[src/rtl/wishbone_arbiter.sv]
// rtl/wishbone_arbiter.sv - two-requester round-robin Wishbone bus master with timeout
//
// Purpose:
//   Arbitrates between requester 0 (core data port) and requester 1 (DMA) and runs
//   one Wishbone classic transfer at a time. Each transfer passes through
//   IDLE -> BUS -> DONE, so there are at least three cycles per transfer and at
//   least one idle cycle between transfers. A transfer that sees no ack_i for
//   TIMEOUT bus cycles completes with an error and zero read data.
//
// Ports:
//   clk_i, rst_ni                  clock, asynchronous active-low reset
//   mX_req_i                       transfer request, held until mX_ready_o
//   mX_addr_i, mX_wdata_i, mX_we_i transfer address, write data, direction
//   mX_ready_o, mX_err_o           one-cycle completion pulse, timeout flag
//   mX_rdata_o                     read data (shared register), valid with ready
//   cyc_o, stb_o, we_o             Wishbone master control
//   addr_o, data_o, sel_o          Wishbone address, write data, slave select
//   data_i, ack_i                  Wishbone slave read data and acknowledge

module wishbone_arbiter #(
    parameter int unsigned TIMEOUT = 15,
    parameter int unsigned SEL_LSB = 28
) (
    input  logic        clk_i,
    input  logic        rst_ni,

    input  logic        m0_req_i,
    input  logic [31:0] m0_addr_i,
    input  logic [31:0] m0_wdata_i,
    input  logic        m0_we_i,
    output logic        m0_ready_o,
    output logic        m0_err_o,
    output logic [31:0] m0_rdata_o,

    input  logic        m1_req_i,
    input  logic [31:0] m1_addr_i,
    input  logic [31:0] m1_wdata_i,
    input  logic        m1_we_i,
    output logic        m1_ready_o,
    output logic        m1_err_o,
    output logic [31:0] m1_rdata_o,

    output logic        cyc_o,
    output logic        stb_o,
    output logic        we_o,
    output logic [31:0] addr_o,
    output logic [31:0] data_o,
    output logic [1:0]  sel_o,
    input  logic [31:0] data_i,
    input  logic        ack_i
);

    // Counter only has to reach TIMEOUT-1.
    localparam int unsigned CNT_W = (TIMEOUT > 1) ? $clog2(TIMEOUT) : 1;
    localparam logic [CNT_W-1:0] CNT_LAST = CNT_W'(TIMEOUT - 1);

    typedef enum logic [1:0] {
        IDLE = 2'd0,
        BUS  = 2'd1,
        DONE = 2'd2
    } state_t;

    state_t           state;
    logic             grant;       // 0 = requester 0, 1 = requester 1
    logic             last_grant;  // requester served by the previous transfer
    logic             err;
    logic [CNT_W-1:0] count;

    logic [31:0]      addr_q;
    logic [31:0]      wdata_q;
    logic             we_q;
    logic [31:0]      rdata_q;
    logic             bus_q;       // registered cyc/stb
    logic [1:0]       ready_q;     // one-hot completion pulse per requester

    // Round-robin winner: a lone request wins outright, a tie goes to the
    // requester that was not served last.
    logic win;
    always_comb begin
        win = 1'b0;
        if (m0_req_i && m1_req_i) begin
            win = ~last_grant;
        end else begin
            win = m1_req_i;
        end
    end

    always_ff @(posedge clk_i or negedge rst_ni) begin
        if (!rst_ni) begin
            state      <= IDLE;
            grant      <= 1'b0;
            last_grant <= 1'b1;
            err        <= 1'b0;
            count      <= '0;
            addr_q     <= '0;
            wdata_q    <= '0;
            we_q       <= 1'b0;
            rdata_q    <= '0;
            bus_q      <= 1'b0;
            ready_q    <= 2'b00;
        end else begin
            ready_q <= 2'b00;
            case (state)
                IDLE: begin
                    // Requests are only looked at here; anything that changes
                    // during BUS or DONE waits for the next IDLE evaluation.
                    if (m0_req_i || m1_req_i) begin
                        grant   <= win;
                        addr_q  <= win ? m1_addr_i  : m0_addr_i;
                        wdata_q <= win ? m1_wdata_i : m0_wdata_i;
                        we_q    <= win ? m1_we_i    : m0_we_i;
                        count   <= '0;
                        bus_q   <= 1'b1;
                        state   <= BUS;
                    end
                end

                BUS: begin
                    if (ack_i) begin
                        // Writes leave the read-data register untouched.
                        if (!we_q) begin
                            rdata_q <= data_i;
                        end
                        err     <= 1'b0;
                        count   <= '0;
                        bus_q   <= 1'b0;
                        ready_q <= grant ? 2'b10 : 2'b01;
                        state   <= DONE;
                    end else if (count == CNT_LAST) begin
                        err     <= 1'b1;
                        rdata_q <= '0;
                        count   <= '0;
                        bus_q   <= 1'b0;
                        ready_q <= grant ? 2'b10 : 2'b01;
                        state   <= DONE;
                    end else begin
                        count <= count + 1'b1;
                    end
                end

                DONE: begin
                    last_grant <= grant;
                    state      <= IDLE;
                end

                default: begin
                    state <= IDLE;
                    bus_q <= 1'b0;
                end
            endcase
        end
    end

    assign cyc_o  = bus_q;
    assign stb_o  = bus_q;
    assign we_o   = we_q;
    assign addr_o = addr_q;
    assign data_o = wdata_q;
    assign sel_o  = addr_q[SEL_LSB+1:SEL_LSB];

    assign m0_ready_o = ready_q[0];
    assign m1_ready_o = ready_q[1];
    assign m0_err_o   = ready_q[0] & err;
    assign m1_err_o   = ready_q[1] & err;
    assign m0_rdata_o = rdata_q;
    assign m1_rdata_o = rdata_q;

endmodule

[config.mk]
export PLATFORM = sky130hd
export DESIGN_NAME = wishbone_arbiter
export DESIGN_NICKNAME = d
export VERILOG_FILES = /design/src/rtl/wishbone_arbiter.sv
export SDC_FILE = /design/constraint.sdc
export NUM_CORES = 1
export LEC_CHECK = 0
export CAP_MARGIN = 20
export CELL_PAD_IN_SITES_DETAIL_PLACEMENT = 1
export CELL_PAD_IN_SITES_GLOBAL_PLACEMENT = 1
export CORE_MARGIN = 4
export CORE_UTILIZATION = 30
export DETAILED_ROUTE_END_ITERATION = 10
export PLACE_DENSITY_LB_ADDON = 0.08
export SYNTH_ARGS = -nofsm -noshare
export SYNTH_HDL_FRONTEND = slang
export SYNTH_SLANG_ARGS = --single-unit
export TNS_END_PERCENT = 20
[constraint.sdc]
create_clock -name clk_i -period 1.7 [get_ports clk_i]
set_input_delay 0.425 -clock clk_i [delete_from_list [all_inputs] [get_ports clk_i]]
set_output_delay 0.425 -clock clk_i [all_outputs]
set_load 0.02 [all_outputs]
=== Word-level counts from Yosys, hierarchy flattened ===
Index checks and enable logic that the tools add are counted.

* Output and inout port bits: 137
* Register bits after elaboration: 109
* Word-level logic and storage cells: 58
* Input port bits: 167

* Reductions and logical operators: 11
* Bitwise gates (word level): 4
* Add/subtract/negate cells: 1
* Muxes and demuxes: 25
* Eq/ne operators: 6

{| class="wikitable"
|+ Operator list
! operator !! count
|-
| 32-bit two-way mux || 5
|-
| 2-bit two-way mux || 7
|-
| 4-bit two-way mux || 3
|-
| 4-bit one-hot mux with 2 select lines || 1
|-
| 2-bit AND reduction || 4
|-
| 1-bit two-way mux || 7
|-
| 3-bit AND reduction || 2
|-
| 4-bit by 1-bit adder with 4-bit output, second input constant || 1
|-
| 4-bit equality test, second input constant || 1
|-
| 2-bit != test, second input constant || 2
|-
| 2-bit one-hot mux with 2 select lines || 1
|-
| 2-bit nonzero test || 2
|-
| 3-bit != test, second input constant || 1
|-
| 1-bit one-hot mux with 3 select lines || 1
|-
| 1-bit AND || 2
|-
| 2-bit by 1-bit equality test with 1-bit output, second input constant || 1
|-
| 2-bit equality test, second input constant || 1
|-
| 2-bit logical NOT || 1
|-
| 1-bit inverter || 2
|-
| 1-bit logical AND || 1
|-
| 1-bit logical OR || 1
|}

=== Depth between registers and ports, before layout ===
Gate-level depths: netlist of the first run.

* Word-level depth: 4
* Mapped depth: 6

=== Worst setup path after synthesis of the first run ===
No wires, ideal clock.

* Path kind: input-to-reg
* From: in m1_req_i
* To: reg addr_q[16], in the netlist addr_o[16]
* Path buffers: 2
* Stages: 5
* Setup time: 0.125 ns
* Data required time: 1.575 ns
* Arrival: 1.471 ns
* Slack: 0.104 ns
* Path through: a21boi_2 > buf_6 > buf_6 > mux2_4 > mux2_2

* Longest elaborated chain between the ends: 3

{| class="wikitable"
|+ Ends and longest elaborated chain
! element !! line !! source
|-
| start, declared || 35 || <nowiki>input logic m1_req_i,</nowiki>
|-
| 1-bit logical AND || 81 || <nowiki>if (m0_req_i && m1_req_i) begin</nowiki>
|-
| 1-bit two-way mux || 81 ||
|-
| 32-bit two-way mux || 109 || <nowiki>addr_q <= win ? m1_addr_i : m0_addr_i;</nowiki>
|-
| end signal, assigned || 109 ||
|-
| end, declared || 69 || <nowiki>logic [31:0] addr_q;</nowiki>
|}

Several ways; a longest one is shown, not always the timed one.
A chain may end at the register's enable or synchronous reset.

=== Worst setup path after layout of the first run ===
* From: reg last_grant
* To: reg wdata_q[1], in the netlist data_o[1]

* Longest elaborated chain between the ends: 3

{| class="wikitable"
|+ Ends and longest elaborated chain
! element !! line !! source
|-
| start, declared || 65 || <nowiki>logic last_grant;</nowiki>
|-
| start signal, assigned || 142 || <nowiki>last_grant <= grant;</nowiki>
|-
| 1-bit inverter || 82 || <nowiki>win = ~last_grant;</nowiki>
|-
| 1-bit two-way mux || 81 ||
|-
| 32-bit two-way mux || 110 || <nowiki>wdata_q <= win ? m1_wdata_i : m0_wdata_i;</nowiki>
|-
| end signal, assigned || 110 ||
|-
| end, declared || 70 || <nowiki>logic [31:0] wdata_q;</nowiki>
|}

Every way passes these cells.

==> metrics.md, run 1 <==
| Metric | Value |
|---|---|
| Status | `finished with violations` |
| Failing checks | `setup timing` |
| Die Wd | `144.3 um` |
| Hold worst-path end | `ready_q[0]` |
| Initial DRC Count | `169` |
| GRT overflow | `0` |
| Vias per cell | `4.875` |
| Cell internal pwr | `9322 uW` |
| # port buffers | `303` |
| Post-Synthesis Cells | `410` |
| Crit-path max cell delay | `0.57 ns` |
| Slowest CP cell | `dfstp_2` |
| Worst Path Required | `1.94 ns` |
| Worst setup SP type | `flop` |
| Synthesized Nets | `579` |
| GP Congestion | `0.7410` |
| Top delay family on crit path | `flip-flops` |
| Worst-Skew Late Latency | `0.35 ns` |
| Detail Route Antenna Nets | `0` |
| Initial cell density of the core | `30.72%` |
| Slew headroom | `72.08%` |
| Min-delay worst type | `flop to flop` |
| Crit path cell chain | `a21boi_4 -> buf_12 -> buf_12 -> clkbuf_16 -> mux2_4 -> mux2_2` |
| First-pass GRT wire length | `27.83 mm` |
| Initial antenna violation count | `2` |
| Wire per inst | `20.09 um` |
| Placement Rows | `49` |
| I/O pin count | `304` |
| Placed wire-length estimate | `13.94 mm` |
| Critical path buffers and inverters | `3` |
| Cells on worst reg2reg path | `6` |
| Seq/Total Area, Yosys | `48.96%` |
| Final WL | `18.62 mm` |
| Fillers | `1940` |
| Syn Area/Cell | `13.60 sq um` |
| Final net count | `860` |
| Unique cell type count in the Yosys netlist | `34` |
| Clk root buf | `clkbuf_16` |
| Worst reg2reg startpoint | `last_grant` |
| RSZ-0062 raised after global routing | `true` |
| Max-cap violations | `0` |
| Die footprint | `20830 sq um` |
| Switching Share | `40.81%` |
| Setup ws final | `-0.04203 ns` |
| Hold_sp | `grant` |
| Max Fclk | `574.0 MHz` |
| DR DRC count | `0` |
| Power share of the clock group | `12.7%` |
| Hold Slack | `0.4379 ns` |
| P&R area growth vs syn | `63.48%` |
| Sw Pwr | `6427 uW` |
| Clock transition at the registers of the reported paths | `0.07 ns` |
| Worst Path Class, Setup | `flop to flop` |
| Pin count of the biggest net entering global routing | `43` |
| Flop pwr share | `30.3%` |
| Pleak | `0.004127 uW` |
| Combinational fraction of design power | `56.9%` |
| CTS buffer count | `9` |
| CTS tree | `built` |
| Final Hold Vio Count | `0` |
| Vias in the first global route | `4957` |
| CTS H-Tree Depth | `3` |
| Pwr per Cell Area | `1728 nW/um^2` |
| WP data arrival | `1.98 ns` |
| Clk buf depth | `2` |
| Synth Register Bits | `109` |
| Setup violations, final | `32` |
| Hold depth | `1` |
| Maximum vdd drop | `685.8 uV` |
| GRT Total Usage | `17.28%` |
| Pre-Repair DR Iteration Count | `4` |
| Die Span Y | `144.3 um` |
| Post-synthesis cell area | `5574 sq um` |
| Minimum clock period | `1.742 ns` |
| Synthesis warning total | `0` |
| Pre-CTS setup slack | `-0.5294 ns` |
| CP Capture Type | `flop` |
| Most used cell along the critical path | `buf_12` |
| Proportion of layout cells with a drive suffix above 1 | `22.27%` |
| Final period utilization | `102.5%` |
| Skew final | `0.005447 ns` |
| Actual slew at the worst max-slew pin | `0.4188 ns` |
| Vias | `4519` |
| Total Neg Setup Slack | `-0.8054 ns` |
| Max-slew violations | `0` |
| Peak fanout along the critical path | `8` |
| Core area | `18150 sq um` |
| Clock Sink Count | `109` |
| RR Endpoint | `data_o[1]` |
| Register-to-register setup slack | `-0.04 ns` |
-- synth_stat cells --
library cell / instances / area, sq um
a21boi_2: 1 / 11.26
a21oi_1: 2 / 10.01
a22o_1: 64 / 560.5
a31o_1: 1 / 8.760
a31oi_1: 1 / 6.260
a41oi_1: 1 / 8.760
and2_1: 2 / 12.51
and2b_1: 1 / 7.510
buf_2: 13 / 65.06
buf_4: 37 / 277.8
buf_6: 6 / 67.56
clkbuf_1: 8 / 30.03
dfrtp_1: 108 / 2703
dfstp_2: 1 / 26.28
ha_1: 2 / 25.02
inv_1: 3 / 11.26
inv_2: 1 / 3.750
mux2_1: 35 / 394.1
mux2_2: 65 / 732.0
mux2_4: 30 / 450.4
mux2i_1: 1 / 10.01
nand2_1: 3 / 11.26
nand2b_1: 2 / 12.51
nand3_1: 2 / 10.01
nand4_1: 1 / 6.260
nor2_1: 3 / 11.26
nor3_1: 1 / 5.000
nor3b_2: 1 / 12.51
o21a_1: 1 / 7.510
o21a_2: 1 / 8.760
o21ai_0: 6 / 30.03
o21ai_1: 3 / 15.01
o31ai_1: 2 / 15.01
or4_1: 1 / 7.510
-- worst max path at each step --
stage	end	cells past startpoint	startpoint	slack [ns]
finish	data_o[1]	6	last_grant	-0.04
floorplan	addr_o[16]	5	m1_req_i	0.10
detailed placement	addr_o[15]	5	m1_req_i	-0.53
global placement	addr_o[10]	5	m1_req_i	-0.47
global route	addr_o[27]	5	last_grant	-0.08
CTS	data_o[1]	4	last_grant	-0.09
-- flip-flops by register name, indices dropped and copies added, names as in the netlist --
signal and count:
count 4, data_o 32, last_grant 1, we_o 1
ready_q 2, m0_rdata_o 32, grant 1, cyc_o 1
state 2, err 1, addr_o 32
-- per-stage QoR --
stage / std cells / cell area, sq um / utilization, % / power, uW
3_5_place_dp: 901 / 8725 / 48.08 / 14730
2_1_floorplan: 410 / 5574 / - / 10470
5_1_grt: 927 / 9112 / 50.21 / 16750
3_3_place_gp: 901 / 8725 / 48.08 / 14510
4_1_cts: 920 / 8905 / 49.07 / 15680
6_report: 927 / 9112 / 50.21 / 15750
-- kinds of logic after synthesis --
family / synth area share, %
AOI/OAI and AO/OA: 12.23
and+or+nand+nor: 1.728
DFF: 48.96
adders and majority gates: 0.4489
buffers and inverters: 8.170
muxes: 28.46
-- timing repair --
action	CTS	global route
gates cloned	2	1
buffers inserted	0	4
gates resized for setup	141	35
pin swaps	1	1
hold endpoints to repair	6	0
hold buffers	1	0
setup endpoints to repair	202	53
-- placed cells by master (no fill, tap or decap), types with 2 or more instances in the layout --
cell	n
a21oi_1	2
a22o_1	64
and2_1	2
buf_12	9
buf_4	16
buf_6	2
clkbuf_1	3
clkbuf_16	10
clkdlybuf4s50_1	163
dfrtp_1	108
diode_2	2
dlygate4sd2_1	139
ha_1	2
inv_1	3
mux2_1	24
mux2_2	44
mux2_4	62
nand2_1	3
nand2b_1	2
nand3_1	2
nor2_1	3
o21ai_0	6
o21ai_1	3
o31ai_1	2
-- cell type report --
cell class                 count  area, sq um  share of cell area [%]
timing repair buffer         334         3282                   36.02
sequential                   109         2729                   29.95
multi-input combinational    233         2524                   27.69
tap                          229        286.5                   3.144
clock buffer                  13        250.2                   2.746
clock inverter                 3        21.27                  0.2334
inverter                       4        15.01                  0.1648
antenna                        2        5.005                 0.05492
-- power by group through the flow --
stage	sequential [uW]	combinational, uW	clock [uW]
3_5_place_dp	4890	9840	0
3_3_place_gp	4800	9710	0
5_1_grt	5000	9540	2210
2_1_floorplan	6240	4230	0
6_report	4780	8970	2010
4_1_cts	4790	8780	2100
-- per-layer routing --
layer	global-route usage (%)	vias to the layer above	wire (um)
met4	7.069	0	461
met1	19.46	2272	7025
met5	0	-	0
li1	-	2040	-
met2	30.11	182	9646
met3	5.688	25	1487
No activity file was read; power rests on OpenSTA's default activity.
==> inputs of run 2 (changes only) <==
- SETUP_SLACK_MARGIN: unset -> 0.02
==> run 2 against run 1 <==
Effect of this change:
- the run now ends clean
- sequential power about the same
- register-to-register slack better by 0.09 ns
- power decreased by 2.1%
- utilization decreased by 0.90 points
- sequential share of layout area rose by 0.54 points
- worst hold slack worse by 0.00080 ns
- count of clock-buffer cells in the layout is the same
- via count decreased by 0.46%
- final area is 1.8% lower
- combinational power down 3.5%
- die area is the same
- critical path type unchanged
- largest cell class unchanged
==> metrics.md, run 2 (same netlist as run 1, synthesis figures left out) <==
| Metric | Value |
|---|---|
| Status | `finished clean (was finished with violations)` |
| Max Fclk | `606.8 MHz (was 574.0 MHz)` |
| Die Wd | `144.3 um (unchanged)` |
| Vias per cell | `4.868 (was 4.875)` |
| Pwr per Cell Area | `1722 nW/um^2 (was 1728 nW/um^2)` |
| Commonest non-fill, non-tap cell in the layout | `clkdlybuf4s50_1 (unchanged)` |
| Final core occ | `49.32% (was 50.21%)` |
| Clk buf depth | `2 (unchanged)` |
| Worst reg2reg startpoint | `last_grant (unchanged)` |
| Final net count | `857 (was 860)` |
| Min-delay worst type | `flop to flop (unchanged)` |
| Placement Rows | `49 (unchanged)` |
| Initial DRC Count | `172 (was 169)` |
| Final period utilization | `96.94% (was 102.5%)` |
| Register-to-register setup slack | `0.05 ns (was -0.04 ns)` |
| Hold_sp | `grant (unchanged)` |
| Final instance area | `8950 sq um (was 9112 sq um)` |
| Pleak | `0.003982 uW (was 0.004127 uW)` |
| I/O pin count | `304 (unchanged)` |
| Crit path cell chain | `a21boi_4 -> buf_6 -> buf_6 -> mux2_1 -> mux2_2 (was a21boi_4 -> buf_12 -> buf_12 -> clkbuf_16 -> mux2_4 -> mux2_2)` |
| P&R area growth vs syn | `60.56% (was 63.48%)` |
| RR Endpoint | `data_o[16] (was data_o[1])` |
| Crit-path max cell delay | `0.57 ns (about the same)` |
| Worst Path Required | `1.94 ns (about the same)` |
| Peak fanout along the critical path | `13 (was 8)` |
| RSZ-0062 raised after global routing | `true (unchanged)` |
| GRT Total Usage | `17.26% (was 17.28%)` |
| Die footprint | `20830 sq um (unchanged)` |
| # port buffers | `303 (unchanged)` |
| Initial antenna violation count | `2 (unchanged)` |
| Final Hold Vio Count | `0 (unchanged)` |
| Detail Route Antenna Nets | `0 (unchanged)` |
| Final WL | `18.26 mm (was 18.62 mm)` |
| GRT overflow | `0 (unchanged)` |
| Vias | `4498 (was 4519)` |
| Pin count of the biggest net entering global routing | `43 (unchanged)` |
| Actual slew at the worst max-slew pin | `0.4140 ns (was 0.4188 ns)` |
| Most used cell along the critical path | `buf_6 (was buf_12)` |
| Worst Path Class, Setup | `flop to flop (unchanged)` |
| Slowest CP cell | `dfstp_2 (unchanged)` |
| GP Congestion | `0.7410 (unchanged)` |
| Worst setup SP type | `flop (unchanged)` |
| Maximum vdd drop | `685.7 uV (was 685.8 uV)` |
| Core area | `18150 sq um (unchanged)` |
| Cells on worst reg2reg path | `5 (was 6)` |
| CTS tree | `built (unchanged)` |
| Initial cell density of the core | `30.72% (unchanged)` |
| Hold Slack | `0.4371 ns (was 0.4379 ns)` |
| Worst-Skew Late Latency | `0.35 ns (about the same)` |
| First-pass GRT wire length | `27.79 mm (was 27.83 mm)` |
| Max-cap violations | `0 (unchanged)` |
| Most frequent cells in the layout | `clkdlybuf4s50_1 (163), dlygate4sd2_1 (139), dfrtp_1 (108), mux2_2 (65), a22o_1 (64) (was clkdlybuf4s50_1 (163), dlygate4sd2_1 (139), dfrtp_1 (108), a22o_1 (64), mux2_4 (62))` |
| DR DRC count | `0 (unchanged)` |
| Placed wire-length estimate | `13.94 mm (unchanged)` |
| Vias in the first global route | `4962 (was 4957)` |
| Setup violations, final | `0 (was 32)` |
| CTS H-Tree Depth | `3 (unchanged)` |
| Pre-Repair DR Iteration Count | `4 (unchanged)` |
| Hold depth | `1 (unchanged)` |
| Hold worst-path end | `ready_q[0] (unchanged)` |
| Clock Sink Count | `109 (unchanged)` |
| Clock transition at the registers of the reported paths | `0.07 ns (about the same)` |
| Max-slew violations | `0 (unchanged)` |
| Slew headroom | `72.40% (was 72.08%)` |
| CP Capture Type | `flop (unchanged)` |
| Skew final | `0.005267 ns (was 0.005447 ns)` |
| WP data arrival | `1.89 ns (was 1.98 ns)` |
| Proportion of layout cells with a drive suffix above 1 | `20.78% (was 22.27%)` |
| Die Span Y | `144.3 um (unchanged)` |
| Post-DP Area | `8725 sq um (unchanged)` |
| CTS buffer count | `9 (unchanged)` |
| Minimum clock period | `1.648 ns (was 1.742 ns)` |
| Clk root buf | `clkbuf_16 (unchanged)` |
| Wire per inst | `19.76 um (was 20.09 um)` |
[run 2: report_power, final]
group	leakage, uW	internal [uW]	total (uW)	switching, uW
Clock	0.000130	1040	2000	963
Sequential	0.00129	3900	4760	861
Combinational	0.00256	4140	8660	4510
Total	0.00398	9080	15400	6340
[run 2: worst max path at each step]
stage                     depth (start not counted)    endpoint       start
after floorplan                                   5  addr_o[16]    m1_req_i
after global placement                            5  addr_o[10]    m1_req_i
after detailed placement                          5  addr_o[15]    m1_req_i
after CTS                                         5   addr_o[7]  last_grant
after global routing                              2    m0_err_o         err
final                                             5  data_o[16]  last_grant
[run 2: what timing repair did]
item,in CTS,in global routing
setup endpoints to repair,202,31
gates resized for setup,143,6
pin swaps,1,0
cloned,2,0
hold buffers,1,0
setup buffers,2,0
hold endpoints to repair,6,0
[run 2: stage by stage]
| stage | std cells | TNS [ns] | total power (uW) | setup WS [ns] |
|---|---|---|---|---|
| after floorplan | 410 | 0 | 10470 | 0.1041 |
| final | 924 | 0 | 15420 | 0.05208 |
| after global placement | 901 | -29.88 | 14510 | -0.4739 |
| after global routing | 924 | 0 | 16440 | 0.006574 |
| after CTS | 922 | 0 | 15690 | 0.02275 |
| after detailed placement | 901 | -32.98 | 14730 | -0.5294 |
[run 2: cell type report]
cell class,instances,area [sq um]
clock inverters,3,21.27
repair buffers,331,3228
inverters,4,15.01
flip-flops and latches,109,2729
fillers,1946,9198
well taps,229,286.5
multi-input cells,233,2415
diodes,2,5.005
clock buffers,13,250.2
[run 2: critical path: cells and delay by family (launching register included)]
family	cells	cell delay, ns
buf+inv	2	0.30
flops	1	0.57
mux	2	0.60
compound gates	1	0.07
[run 2: routing by layer]
layer	part of all wire [%]	wire length, um	global-route usage [%]
met1	37	6756	19.32
met2	52	9465	30.19
met3	8.3	1519	5.688
met4	2.8	515	7.069
met5	0	0	0
